==> src/rtl/uart_pkg.sv <==
// rtl/uart_pkg.sv - shared types and constants for the UART receive path
package uart_pkg;

  typedef enum logic [1:0] {
    IDLE  = 2'd0,
    START = 2'd1,
    DATA  = 2'd2,
    STOP  = 2'd3
  } rx_state_e;

  localparam int DATA_BITS_DEF   = 8;
  localparam int SYNC_STAGES_DEF = 2;

  function automatic int cnt_width(input int bits);
    return $clog2(bits + 1);
  endfunction

  localparam int CNT_W_DEF = cnt_width(DATA_BITS_DEF);

endpackage

==> src/rtl/uart_rx_sync.sv <==
// rtl/uart_rx_sync.sv - rx metastability synchronizer with falling-edge detect
module uart_rx_sync
  import uart_pkg::*;
#(
  parameter int SYNC_STAGES = SYNC_STAGES_DEF
) (
  input  logic clk,
  input  logic rst,
  input  logic rx,
  output logic rx_s,
  output logic fall
);

  logic [SYNC_STAGES-1:0] sync_q;
  logic                   prev_q;

  // Flops reset to 1 so release of reset never looks like a start edge.
  always_ff @(posedge clk or negedge rst) begin
    if (!rst) begin
      sync_q <= '1;
      prev_q <= 1'b1;
    end else begin
      sync_q <= {sync_q[SYNC_STAGES-2:0], rx};
      prev_q <= sync_q[SYNC_STAGES-1];
    end
  end

  assign rx_s = sync_q[SYNC_STAGES-1];
  assign fall = prev_q & ~rx_s;

endmodule

==> src/rtl/uart_rx_ctrl.sv <==
// rtl/uart_rx_ctrl.sv - UART receive frame controller with valid/ready byte output
module uart_rx_ctrl
  import uart_pkg::*;
#(
  parameter int DATA_BITS   = DATA_BITS_DEF,
  parameter int SYNC_STAGES = SYNC_STAGES_DEF
) (
  input  logic                 clk,
  input  logic                 rst,
  input  logic                 rx,
  input  logic                 clk_bps,
  output logic                 band_sig,
  output logic [DATA_BITS-1:0] rx_data,
  output logic                 rx_valid,
  input  logic                 rx_ready,
  output logic                 frame_err,
  output logic                 overrun
);

  localparam int CNT_W = cnt_width(DATA_BITS);
  localparam logic [CNT_W-1:0] LAST_BIT = CNT_W'(DATA_BITS - 1);

  rx_state_e            state_q, state_d;
  logic                 band_q, band_d;
  logic [CNT_W-1:0]     cnt_q, cnt_d;
  logic [DATA_BITS-1:0] shift_q, shift_d;
  logic [DATA_BITS-1:0] data_q, data_d;
  logic                 valid_q, valid_d;
  logic                 ferr_q, ferr_d;
  logic                 ovr_q, ovr_d;
  logic                 rx_s;
  logic                 fall;

  uart_rx_sync #(
    .SYNC_STAGES(SYNC_STAGES)
  ) u_sync (
    .clk (clk),
    .rst (rst),
    .rx  (rx),
    .rx_s(rx_s),
    .fall(fall)
  );

  always_ff @(posedge clk or negedge rst) begin
    if (!rst) begin
      state_q <= IDLE;
      band_q  <= 1'b0;
      cnt_q   <= '0;
      shift_q <= '0;
      data_q  <= '0;
      valid_q <= 1'b0;
      ferr_q  <= 1'b0;
      ovr_q   <= 1'b0;
    end else begin
      state_q <= state_d;
      band_q  <= band_d;
      cnt_q   <= cnt_d;
      shift_q <= shift_d;
      data_q  <= data_d;
      valid_q <= valid_d;
      ferr_q  <= ferr_d;
      ovr_q   <= ovr_d;
    end
  end

  always_comb begin
    state_d = state_q;
    case (state_q)
      IDLE:    if (fall) state_d = START;
      START:   if (clk_bps) state_d = rx_s ? IDLE : DATA;
      DATA:    if (clk_bps && (cnt_q == LAST_BIT)) state_d = STOP;
      STOP:    if (clk_bps) state_d = IDLE;
      default: state_d = IDLE;
    endcase
  end

  // The baud generator is enabled for every non-idle state, so band_sig
  // follows the registered state transition exactly.
  always_comb begin
    band_d  = (state_d != IDLE);
    cnt_d   = cnt_q;
    shift_d = shift_q;
    data_d  = data_q;
    valid_d = valid_q & ~rx_ready;
    ferr_d  = 1'b0;
    ovr_d   = 1'b0;
    if (clk_bps) begin
      case (state_q)
        START: cnt_d = '0;
        DATA: begin
          shift_d = {rx_s, shift_q[DATA_BITS-1:1]};
          cnt_d   = cnt_q + 1'b1;
        end
        STOP: begin
          if (!rx_s) begin
            ferr_d = 1'b1;
          end else if (!valid_q || rx_ready) begin
            data_d  = shift_q;
            valid_d = 1'b1;
          end else begin
            ovr_d = 1'b1;
          end
        end
        default: ;
      endcase
    end
  end

  assign band_sig  = band_q;
  assign rx_data   = data_q;
  assign rx_valid  = valid_q;
  assign frame_err = ferr_q;
  assign overrun   = ovr_q;

endmodule

==> config.mk <==
export PLATFORM = sky130hd
export DESIGN_NAME = uart_rx_ctrl
export DESIGN_NICKNAME = d
export VERILOG_FILES = /design/src/rtl/uart_pkg.sv /design/src/rtl/uart_rx_sync.sv /design/src/rtl/uart_rx_ctrl.sv
export SDC_FILE = /design/constraint.sdc
export NUM_CORES = 1
export LEC_CHECK = 0
export ABC_CLOCK_PERIOD_IN_PS = 1400
export CAP_MARGIN = 20
export CELL_PAD_IN_SITES_DETAIL_PLACEMENT = 1
export CELL_PAD_IN_SITES_GLOBAL_PLACEMENT = 1
export CORE_ASPECT_RATIO = 1.1
export CORE_MARGIN = 10
export CORE_UTILIZATION = 38
export CTS_CLUSTER_SIZE = 14
export DETAILED_ROUTE_END_ITERATION = 10
export HOLD_SLACK_MARGIN = 0.12
export MAX_ROUTING_LAYER = met4
export PLACE_DENSITY = 0.77
export SLEW_MARGIN = 10
export SYNTH_ARGS = -nofsm -noshare
export SYNTH_HDL_FRONTEND = slang
export SYNTH_SLANG_ARGS = --single-unit
==> constraint.sdc <==
create_clock -name clk -period 1.4 [get_ports clk]
set_input_delay 0.14 -clock clk [delete_from_list [all_inputs] [get_ports clk]]
set_output_delay 0.14 -clock clk [all_outputs]
set_load 0.02 [all_outputs]
==> flow_metrics.py <==
metrics = {
    "power_and_ir_drop": {
        "seqPwrFrac_pct": 44.4,
        "vdd_drop_max_mv": 0.909,
        "p_int_mw": 1.75,
        "p_sw_share_pct": 32.6,
        "p_comb_share_pct": 33.3,
        "powerDensity_nw_per_um2": 1630,
        "p_leak_nw": 0.833,
        "p_clk_share_pct": 22.4,
        "power_mw": 2.60,
        "power_switching_uw": 846,
    },
    "logic_synthesis": {
        "yosysTopAreaCell": "dfrtp_1",
        "syn-cell-area_um2": 1180,
        "synth.distinct_cells": 26,
        "netlist.area_leader.share_pct": 55.1,
        "synth_cells": 87,
        "yosysWarnings": 0,
        "ys_ff_latch": 29,
        "synthTopCellsByCount": "dfrtp_1, mux2_2, nand2_1, ha_1, o21ai_0",
        "synth_ff_type": "dfrtp_1",
        "synthTopCellsByArea": "dfrtp_1, mux2_2, dfstp_2",
        "synth.most_common_cell": "dfrtp_1",
        "syn_area_per_cell_um2": 13.6,
        "synth_nets": 97,
        "synth-seq-area-share_pct": 61.8,
        "synth_edf_count": 0,
        "async_flop_share_pct": 100,
    },
    "timing": {
        "relSlewSlack_pct": 75.9,
        "min_period_ps": 1470,
        "fmax_mhz": 682,
        "rsz0062_at_grt": "true",
        "worstMarginPinSlew_ps": 361,
        "holdWs_ps": 185,
        "period_share_pct": 105,
        "fin_ws_ps": -66.4,
        "finalClockSkew_ps": 10.8,
        "setup_viol": 10,
        "drv_slew": 0,
        "hold_violations": 0,
    },
    "clocking": {
        "holdBufCountCts": 0,
        "insertion_delay_ps": 330,
        "cts_tree": "done",
        "clk_pin_slew_ps": 90,
        "cts.htree.levels": 2,
        "clock_sinks": 29,
        "numCtsBuffers": 5,
        "cts_root_buf": "clkbuf_4",
        "cts_buffer_depth": 2,
    },
    "critical_path": {
        "cp.arrival_ps": 1680,
        "reg2reg_depth": 5,
        "rr_startpoint": "state_q[1]",
        "ff2ff_setup_slack_ps": -70,
        "required_ps": 1610,
        "crit_path_end_kind": "flip-flop",
        "crit_chain": "ha_2, o21ba_1, o211ai_1, o21ai_1, or2_1",
        "cp_slowest_cell": "dfrtp_1",
        "critical_path_class": "reg -> reg",
        "reg2reg_to": "band_sig",
        "max_stage_delay_ps": 430,
        "start_kind": "flip-flop",
        "critPathMaxFanout": 4,
    },
    "layout": {
        "multi_input_area_um2": 499,
        "drive_above_1_share_pct": 39.0,
        "area_growth_pct": 35.1,
        "fillers": 323,
        "n_antenna_cell": 0,
        "nNetsFinal": 132,
        "ff_latch_area_um2": 729,
    },
    "floorplan": {
        "row_count": 21,
        "die-area_um2": 5740,
        "core_um2": 3020,
        "io_pins": 17,
        "die_w_um": 73.2,
        "die_h_um": 78.5,
        "start_util_pct": 39.1,
    },
    "outcome": {
        "violations": "setup timing",
        "outcome": "complete, but fails checks",
    },
    "detailed_routing": {
        "routedWlPerCell_um": 15.6,
        "drtPass1Iterations": 4,
        "num_vias": 800,
        "via_per_inst": 5.10,
        "drt_iter0_markers": 38,
        "drc": 0,
        "totalWireLength_um": 2450,
        "ant_nets": 0,
    },
    "run": {
        "cap_violations": 0,
    },
    "grt": {
        "grt_antenna_before_repair": 0,
        "grt.total_usage_pct": 9.70,
        "global_route.overflow_total": 0,
        "grt_pass1_vias": 900,
        "grt_pass1_wl_um": 4320,
        "grt_max_degree": 30,
    },
    "place": {
        "gp_congestion": 0.785,
        "dp_hpwl_um": 1680,
        "port_buffers": 16,
    },
    "min_path": {
        "hold_path.class": "in -> async",
    },
}
## what timing repair did
item                       CTS  global route
buffers inserted             2             1
pin swaps                    3             0
cloned                       1             0
resized for setup           32             1
setup endpoints to repair   29            16
## cell type report
type                            instances  share of cell area (%)
Clock buffer                            7                    4.08
Clock inverter                          1                   0.314
Inverter                                4                   0.941
Multi-Input combinational cell         54                    31.3
Sequential cell                        29                    45.7
Tap cell                               34                    2.67
Timing Repair Buffer                   28                    15.0
## through the flow
stage | area, um^2 | cells | TNS [ps] | setup WS, ps | utilization, %
floorplan | 1180 | 87 | 0 | 17.7 | -
global placement | 1440 | 145 | -1440 | -136 | 47.8
detailed placement | 1440 | 145 | -1750 | -170 | 47.8
CTS | 1580 | 156 | -426 | -68.1 | 52.4
global route | 1600 | 157 | -1460 | -182 | 52.8
finish | 1600 | 157 | -403 | -66.4 | 52.8
## logic make-up after synthesis
group | share of synthesized area, %
adder cells (fa/ha/maj) | 5.30
flip-flops | 61.8
buffers and inverters | 1.91
AND/OR/NAND/NOR | 8.47
multiplexers | 15.1
AO/OA/AOI/OAI | 7.42
## per-layer routing
metal	vias up	GRT usage (%)	wire (um)
met1	398	10.4	1030
met2	21	15.1	1230
met5	-	-	0
met4	0	4.56	46
li1	374	-	-
met3	7	4.03	150
## cell usage in the layout (no fill, tap or decap), types with 2 or more instances in the layout
cell,n
a22o_1,2
buf_4,11
clkbuf_4,5
clkbuf_8,2
clkdlybuf4s50_1,4
dfrtp_1,26
dfstp_2,3
dlygate4sd2_1,12
ha_1,2
ha_2,3
inv_1,3
mux2_2,7
mux2_4,8
nand2_1,5
nand2_4,2
nand2b_1,2
nand3_1,2
o21ai_0,3
o21ai_1,2
## state kept, by name (all words and copies together), names as in the netlist, 2 cells and up
signal,count
rx_data,8
shift_q,8
cnt_q,4
state_q,2
u_sync.sync_q,2
## critical path: cells and delay by family (launching register included)
family                   cells  cell delay (ps)
adder cells (fa/ha/maj)      1              220
flip-flops                   1              430
AO/OA/AOI/OAI                3              480
AND/OR/NAND/NOR              1              230
## power by group through the flow
stage	Sequential [mW]	Clock, mW	Combinational (mW)
after global placement	1.15	0	0.733
final	1.15	0.580	0.864
after floorplan	1.21	0	0.359
after CTS	1.15	0.605	0.853
after detailed placement	1.16	0	0.765
after global routing	1.19	0.628	0.958
## how the worst max path moves through the flow
| stage | startpoint | to | slack (ps) |
|---|---|---|---|
| after floorplan | state_q[0] | band_sig | 20 |
| after global placement | clk_bps | rx_data[5] | -140 |
| after global routing | state_q[1] | band_sig | -180 |
| after CTS | state_q[0] | band_sig | -70 |
| after detailed placement | clk_bps | rx_data[5] | -170 |
| final | state_q[1] | band_sig | -70 |
(Power assumes the default switching activity.)
